**src/rtl/mod_counter_pkg.sv**
```systemverilog
// Shared types and helpers for the mod_counter block.
// Latency: n/a (types and a combinational helper only).
// Backpressure: n/a.
package mod_counter_pkg;

    typedef enum logic {
        DIR_DOWN = 1'b0,
        DIR_UP   = 1'b1
    } dir_e;

    typedef enum logic {
        BND_WRAP = 1'b0,
        BND_SAT  = 1'b1
    } bnd_e;

    // Wide enough for any counter width the block is built with (WIDTH <= 31).
    localparam int CLAMP_W = 32;

    // Limit a parallel-load value to the highest legal count.
    function automatic logic [CLAMP_W-1:0] clamp_load(
        input logic [CLAMP_W-1:0] val,
        input logic [CLAMP_W-1:0] max
    );
        return (val > max) ? max : val;
    endfunction

endpackage

```
**src/rtl/mod_counter_prescaler.sv**
```systemverilog
// Enable divider: asserts tick on every PRESCALE-th en-qualified cycle.
// Latency: tick is combinational from en and the registered divider state.
// Backpressure: en=0 freezes the divider; sync_clr returns it to 0.
module mod_counter_prescaler
    import mod_counter_pkg::*;
#(
    parameter int PRESCALE = 4
) (
    input  logic clock,
    input  logic clear_n,
    input  logic en,
    input  logic sync_clr,
    output logic tick
);

    localparam int              DIV_W    = (PRESCALE > 1) ? $clog2(PRESCALE) : 1;
    localparam logic [DIV_W-1:0] DIV_LAST = DIV_W'(PRESCALE - 1);

    logic [DIV_W-1:0] r_div;
    logic             w_at_last;

    assign w_at_last = (r_div == DIV_LAST);
    assign tick      = en && w_at_last;

    // Divider: count en cycles 0..PRESCALE-1, restart after the last one or on clear.
    always_ff @(posedge clock or negedge clear_n) begin
        if (!clear_n) begin
            r_div <= '0;
        end else if (sync_clr) begin
            r_div <= '0;
        end else if (en) begin
            r_div <= w_at_last ? '0 : r_div + DIV_W'(1);
        end
    end

endmodule

```
**src/rtl/mod_counter.sv**
```systemverilog
// Modulo up/down counter with load, wrap/saturate, boundary pulse and sticky overflow.
// Latency: count/evt/ovf registered, updated one clock after the qualifying inputs.
// Backpressure: none; en (prescaled when MOD_COUNTER_PRESCALE_EN is defined) gates steps.
module mod_counter
    import mod_counter_pkg::*;
#(
    parameter int WIDTH    = 4,
    parameter int MAX_VAL  = (2 ** WIDTH) - 1,
    parameter int PRESCALE = 4
) (
    input  logic             clock,
    input  logic             clear_n,
    input  logic             en,
    input  logic             up,
    input  logic             load,
    input  logic [WIDTH-1:0] load_val,
    input  logic             sat_mode,
    input  logic             ovf_clr,
    output logic [WIDTH-1:0] count,
    output logic             evt,
    output logic             ovf
);

    localparam logic [WIDTH-1:0] MAX_C = WIDTH'(MAX_VAL);

    logic [WIDTH-1:0] r_count;
    logic             r_evt;
    logic             r_ovf;

    logic             w_step;
    logic [WIDTH-1:0] w_load_clamped;
    logic [WIDTH-1:0] w_count_nxt;
    logic             w_evt_nxt;
    logic             w_wrap;
    dir_e             w_dir;
    bnd_e             w_bnd;

`ifdef MOD_COUNTER_PRESCALE_EN
    // Load also restarts the divider so the first step after a load is a full period away.
    mod_counter_prescaler #(
        .PRESCALE (PRESCALE)
    ) u_prescaler (
        .clock    (clock),
        .clear_n  (clear_n),
        .en       (en),
        .sync_clr (load),
        .tick     (w_step)
    );
`else
    logic w_unused_prescale;
    assign w_unused_prescale = (PRESCALE > 1);
    assign w_step            = en;
`endif

    assign w_dir          = dir_e'(up);
    assign w_bnd          = bnd_e'(sat_mode);
    assign w_load_clamped = WIDTH'(clamp_load(CLAMP_W'(load_val), CLAMP_W'(MAX_VAL)));

    // Next count: load beats step beats hold; boundary compare precedes any +/-1.
    always_comb begin
        w_count_nxt = r_count;
        w_evt_nxt   = 1'b0;
        w_wrap      = 1'b0;
        if (load) begin
            w_count_nxt = w_load_clamped;
        end else if (w_step) begin
            if (w_dir == DIR_UP) begin
                if (r_count == MAX_C) begin
                    w_evt_nxt = 1'b1;
                    if (w_bnd == BND_WRAP) begin
                        w_count_nxt = '0;
                        w_wrap      = 1'b1;
                    end
                end else begin
                    w_count_nxt = r_count + WIDTH'(1);
                end
            end else begin
                if (r_count == '0) begin
                    w_evt_nxt = 1'b1;
                    if (w_bnd == BND_WRAP) begin
                        w_count_nxt = MAX_C;
                        w_wrap      = 1'b1;
                    end
                end else begin
                    w_count_nxt = r_count - WIDTH'(1);
                end
            end
        end
    end

    // State registers; a wrap on the same edge as ovf_clr leaves ovf set.
    always_ff @(posedge clock or negedge clear_n) begin
        if (!clear_n) begin
            r_count <= '0;
            r_evt   <= 1'b0;
            r_ovf   <= 1'b0;
        end else begin
            r_count <= w_count_nxt;
            r_evt   <= w_evt_nxt;
            if (w_wrap) begin
                r_ovf <= 1'b1;
            end else if (ovf_clr) begin
                r_ovf <= 1'b0;
            end
        end
    end

    assign count = r_count;
    assign evt   = r_evt;
    assign ovf   = r_ovf;

endmodule
```
**config.mk**
```make
export PLATFORM = sky130hd
export DESIGN_NAME = mod_counter
export DESIGN_NICKNAME = d
export VERILOG_FILES = /design/src/rtl/mod_counter_pkg.sv /design/src/rtl/mod_counter_prescaler.sv /design/src/rtl/mod_counter.sv
export SDC_FILE = /design/constraint.sdc
export NUM_CORES = 1
export LEC_CHECK = 0
export CORE_AREA = 2 2 39 41
export CTS_BUF_LIST = sky130_fd_sc_hd__clkbuf_4 sky130_fd_sc_hd__clkbuf_8
export CTS_CLUSTER_DIAMETER = 30
export DETAILED_ROUTE_END_ITERATION = 8
export DIE_AREA = 0 0 41 43
export PLACE_DENSITY = 0.64
export SYNTH_ARGS = -nofsm -noshare
export SYNTH_HDL_FRONTEND = slang
export SYNTH_SLANG_ARGS = --single-unit
```
**constraint.sdc**
```tcl
create_clock -name clock -period 1.6 [get_ports clock]
set_input_delay 0.4 -clock clock [delete_from_list [all_inputs] [get_ports clock]]
set_output_delay 0.4 -clock clock [all_outputs]
set_load 0.02 [all_outputs]
```
=== Word-level counts from Yosys, hierarchy flattened ===
Index checks and enable logic that the tools add are counted.

* $add $sub $neg: 2
* Eq/ne operators: 3
* Mux-type cells: 20
* Reductions and logical operators: 4

{| class="wikitable"
|+ Operators by type and width
! operator !! count
|-
| 4-bit 2-to-1 mux || 7
|-
| 1-bit 2-to-1 mux || 13
|-
| 4-bit != test (second input constant) || 2
|-
| 4-bit by 1-bit adder with 4-bit output (second input constant) || 1
|-
| 4-bit == test (second input constant) || 1
|-
| 4-bit logical NOT || 1
|-
| 2-bit nonzero test || 2
|-
| 4-bit by 1-bit subtractor with 4-bit output (second input constant) || 1
|-
| 3-bit AND reduction || 1
|}

* Register bits after elaboration: 6
* Output and inout bits: 6
* Logic and storage cells: 32

=== Longest topological paths before layout ===
* Depth in word-level cells: 6
* Depth in mapped cells: 7
* Gate-level depth less buffers: 7

=== Worst setup path before layout ===
No wires, ideal clock.

* Path type: register -> register
* Start: register r_count[0] (netlist: count[0])
* End: register r_count[2] (netlist: count[2])
* Library setup time: 0.135 ns
* Arrival time: 1.672 ns
* Required time: 1.465 ns
* Slack: -0.206 ns
* Cell stages (with the launch flop): 8
* Buffers on the path: 0
* Period minus slack after synthesis: 1.806 ns
* Cell sequence: dfrtp_1 -> inv_1 -> ha_1 -> nor4b_1 -> a41o_1 -> a211o_1 -> xnor2_1 -> o21ai_0

* Word-level cells in the longest chain between the ends: 5
* Elaborated cells between the ends (all ways): 12

{| class="wikitable"
|+ Ends and longest elaborated chain
! what !! line !! text
|-
| from (decl) || mod_counter.sv:26 || <nowiki>logic [WIDTH-1:0] r_count;</nowiki>
|-
| from (signal assigned) || mod_counter.sv:98 || <nowiki>r_count <= w_count_nxt;</nowiki>
|-
| 4-bit by 1-bit subtractor with 4-bit output (tied with other cells) || mod_counter.sv:85 || <nowiki>w_count_nxt = r_count - WIDTH'(1);</nowiki>
|-
| 4-bit 2-to-1 mux (on tied branches) || mod_counter.sv:78, mod_counter.sv:68 ||
|-
| 4-bit 2-to-1 mux || mod_counter.sv:67 || <nowiki>if (w_dir == DIR_UP) begin</nowiki>
|-
| 4-bit 2-to-1 mux || mod_counter.sv:66 || <nowiki>end else if (w_step) begin</nowiki>
|-
| 4-bit 2-to-1 mux || mod_counter.sv:64 || <nowiki>if (load) begin</nowiki>
|}

Several ways; a longest one is shown, not always the timed one. The select of a mux whose other input is x is not followed.
A chain may end at the register's enable or synchronous reset.

=== Worst setup path after layout ===
* Start: register r_count[1] (netlist: count[1])
* End: register r_count[2] (netlist: count[2])

The elaborated chain is that of the path after synthesis.

==> flow_summary.ini <==
[finish]
syn2layout_area_growth_pct = 78.1
antenna_cells = 0
drive_above_1_share_pct = 32.9
n_fill_cell = 138
multiInputGateArea_um2 = 272
final_util_pct = 51.5
final_cell_count_no_fill = 86
seq_area_um2 = 153
final_nets = 84

[logic_synthesis]
yosys.area_share.simple_pct = 12.2
synth_top_family_by_area = compound AO/OA/AOI/OAI gates
seq_area_frac_synth_pct = 37.5
synth_compound_area_share_pct = 22.2
yosys_register_bits = 6
synth_mux_area_share_pct = 7.50
synth_adder_area_share_pct = 6.25
synth_edf_count = 0
synth-async-reset-ratio_pct = 100
syn_nets = 57
synth_cells = 44
syn_area_per_cell_um2 = 9.10
synthDistinctLibCells = 24
yosys_most_used_dff = dfrtp_1
yosys_warnings = 0
synth_xor_xnor_area_share_pct = 6.56
netlist_area_um2 = 400

[setup_path]
worstPathArrival_ps = 1710
r2r-start = count[1]$_DFFE_PN0P_
worstSetupPathType = reg2reg
required_ps = 1720
crit_end = count[2]$_DFFE_PN0P_
endpoint_kind = flop
rr_worst_depth = 7
r2r_end = count[2]$_DFFE_PN0P_
r2r_slack_ps = 20
cp-startpoint = count[1]$_DFFE_PN0P_
cp_max_fo = 4
cp-start-kind = flop

[power_and_ir_drop]
power.density_nw_per_um2 = 843
leakagePower_nw = 0.353
ir_drop_mv = 0.472

[drt]
firstDrtPassIters = 4
dr_total_vias = 401
drc = 0
drt_iter0_drc = 6
avgRoutedWirePerCell_um = 11.2
wl_um = 962
viasPerCell = 4.66
ant_nets = 0

[timing]
fin_tns_setup_ps = 0
hold_viol = 0
slew_viol_final = 0
clock_skew_ps = 5.35
layout_min_cycle_time_ps = 1580
whs_ps = 391
clock.fmax_ghz = 0.633
slew_headroom_pct = 78.3
worst_pin_slew_ps = 326
setup_violations = 0
grt_setup_unrepaired = yes
min_period_over_period_pct = 98.8

[status]
outcome = completed

[clocking]
cts_tree = built
h-tree-depth = 1
root_buffer = clkbuf_4
cts.clk_slew.worst_paths_ps = 50
clockBufferDepth = 2
cts_made_buffers = 3
clock_sinks = 6
clk-insertion-delay-late_ps = 240

[floorplan]
die_h_um = 43
core_area_um2 = 1380
dieArea_um2 = 1760
io_pins = 17
die_x_um = 41
initial_core_util_pct = 28.9
fp-row-count = 14

[run]
cap_viol_max_count = 0

[place]
dp_hpwl_um = 742
dp_cells = 81
gp_congestion = 0.730
port_buffers = 16

[hold_path]
hold_path_class = in2async

[global_route]
track_usage_pct = 13.1
grt_max_degree = 9
grt_pass1_wl_um = 1460
grt_overflow = 0
grt_pass1_vias = 360
antenna_found_initial = 0
-- layer usage --
metal	global-route usage (%)	part of all wire (%)	vias to the layer above
li1	-	-	208
met1	16.4	41	175
met2	17.5	52	16
met3	3.14	5.2	2
met4	12.0	2.0	0
met5	0	0	-
-- where the power goes --
| group | total, mW | internal, mW | switching (mW) |
|---|---|---|---|
| clock network | 0.165 | 0.111 | 0.0536 |
| logic | 0.239 | 0.133 | 0.107 |
| registers | 0.197 | 0.169 | 0.0276 |
| total | 0.601 | 0.414 | 0.188 |
-- how the worst min path moves through the flow --
stage / to / slack, ps
detailed placement: ovf$_DFFE_PN0P_ / 510
CTS: count[3]$_DFFE_PN0P_ / 390
global route: count[3]$_DFFE_PN0P_ / 390
finish: count[3]$_DFFE_PN0P_ / 390
floorplan: count[0]$_DFFE_PN0P_ / 100
global placement: ovf$_DFFE_PN0P_ / 500
-- flip-flops by register name, indices dropped and copies added, names as in the netlist --
signal  cells
evt         1
count       4
ovf         1
-- metrics by stage --
step	setup WS (ps)	total power [mW]	area (µm²)
2_1_floorplan	-13.2	0.316	415
3_3_place_gp	-275	0.420	639
3_5_place_dp	-326	0.422	639
4_1_cts	3.42	0.586	674
5_1_grt	-79.3	0.647	713
6_report	19.5	0.601	713
-- cell usage after synthesis, drive strengths merged (2+ instances only) --
cell type | instances | area, µm²
o21ai | 5 | 25.0
ha | 2 | 25.0
dfrtp | 6 | 150
nand2 | 4 | 15.0
mux2i | 3 | 30.0
xnor2 | 3 | 26.3
inv | 6 | 22.5
-- worst max-delay path: stages (launching register included) --
cell	delay [ps]
dfrtp_2	390
inv_2	60
ha_4	160
nor4b_4	120
a41o_1	250
a211o_1	270
xnor2_1	140
o21ai_1	70
-- final cells by class --
| cell class | instances | area share (%) |
|---|---|---|
| clock buffers | 4 | 4.21 |
| flip-flops and latches | 6 | 21.4 |
| repair buffers | 24 | 30.4 |
| well taps | 16 | 2.81 |
| inverters | 6 | 3.16 |
| multi-input cells | 30 | 38.1 |
-- kinds of logic after synthesis --
| kind of cell | after synthesis |
|---|---|
| AO/OA/AOI/OAI | 13 |
| XOR/XNOR | 3 |
| adder cells (fa/ha/maj) | 2 |
| buffers and inverters | 8 |
| flip-flops | 6 |
| multiplexers | 3 |
| AND/OR/NAND/NOR | 9 |
-- timing repair --
item	4_1_cts	5_1_grt
buffers inserted	0	1
hold buffers	0	0
pin swaps	0	1
setup endpoints to repair	9	6
resized for setup	7	5
-- layout by cell type (no fill, tap or decap), types with 2 or more instances in the layout --
cell type         n
clkdlybuf4s50_1  10
buf_4             8
dlygate4sd2_1     5
nand2_1           4
clkbuf_4          4
dfrtp_1           4
inv_2             3
inv_1             3
mux2i_1           3
o21ai_1           3
o21ai_0           2
xnor2_1           2
dfrtp_2           2
No activity file was read; power rests on OpenSTA's default activity.
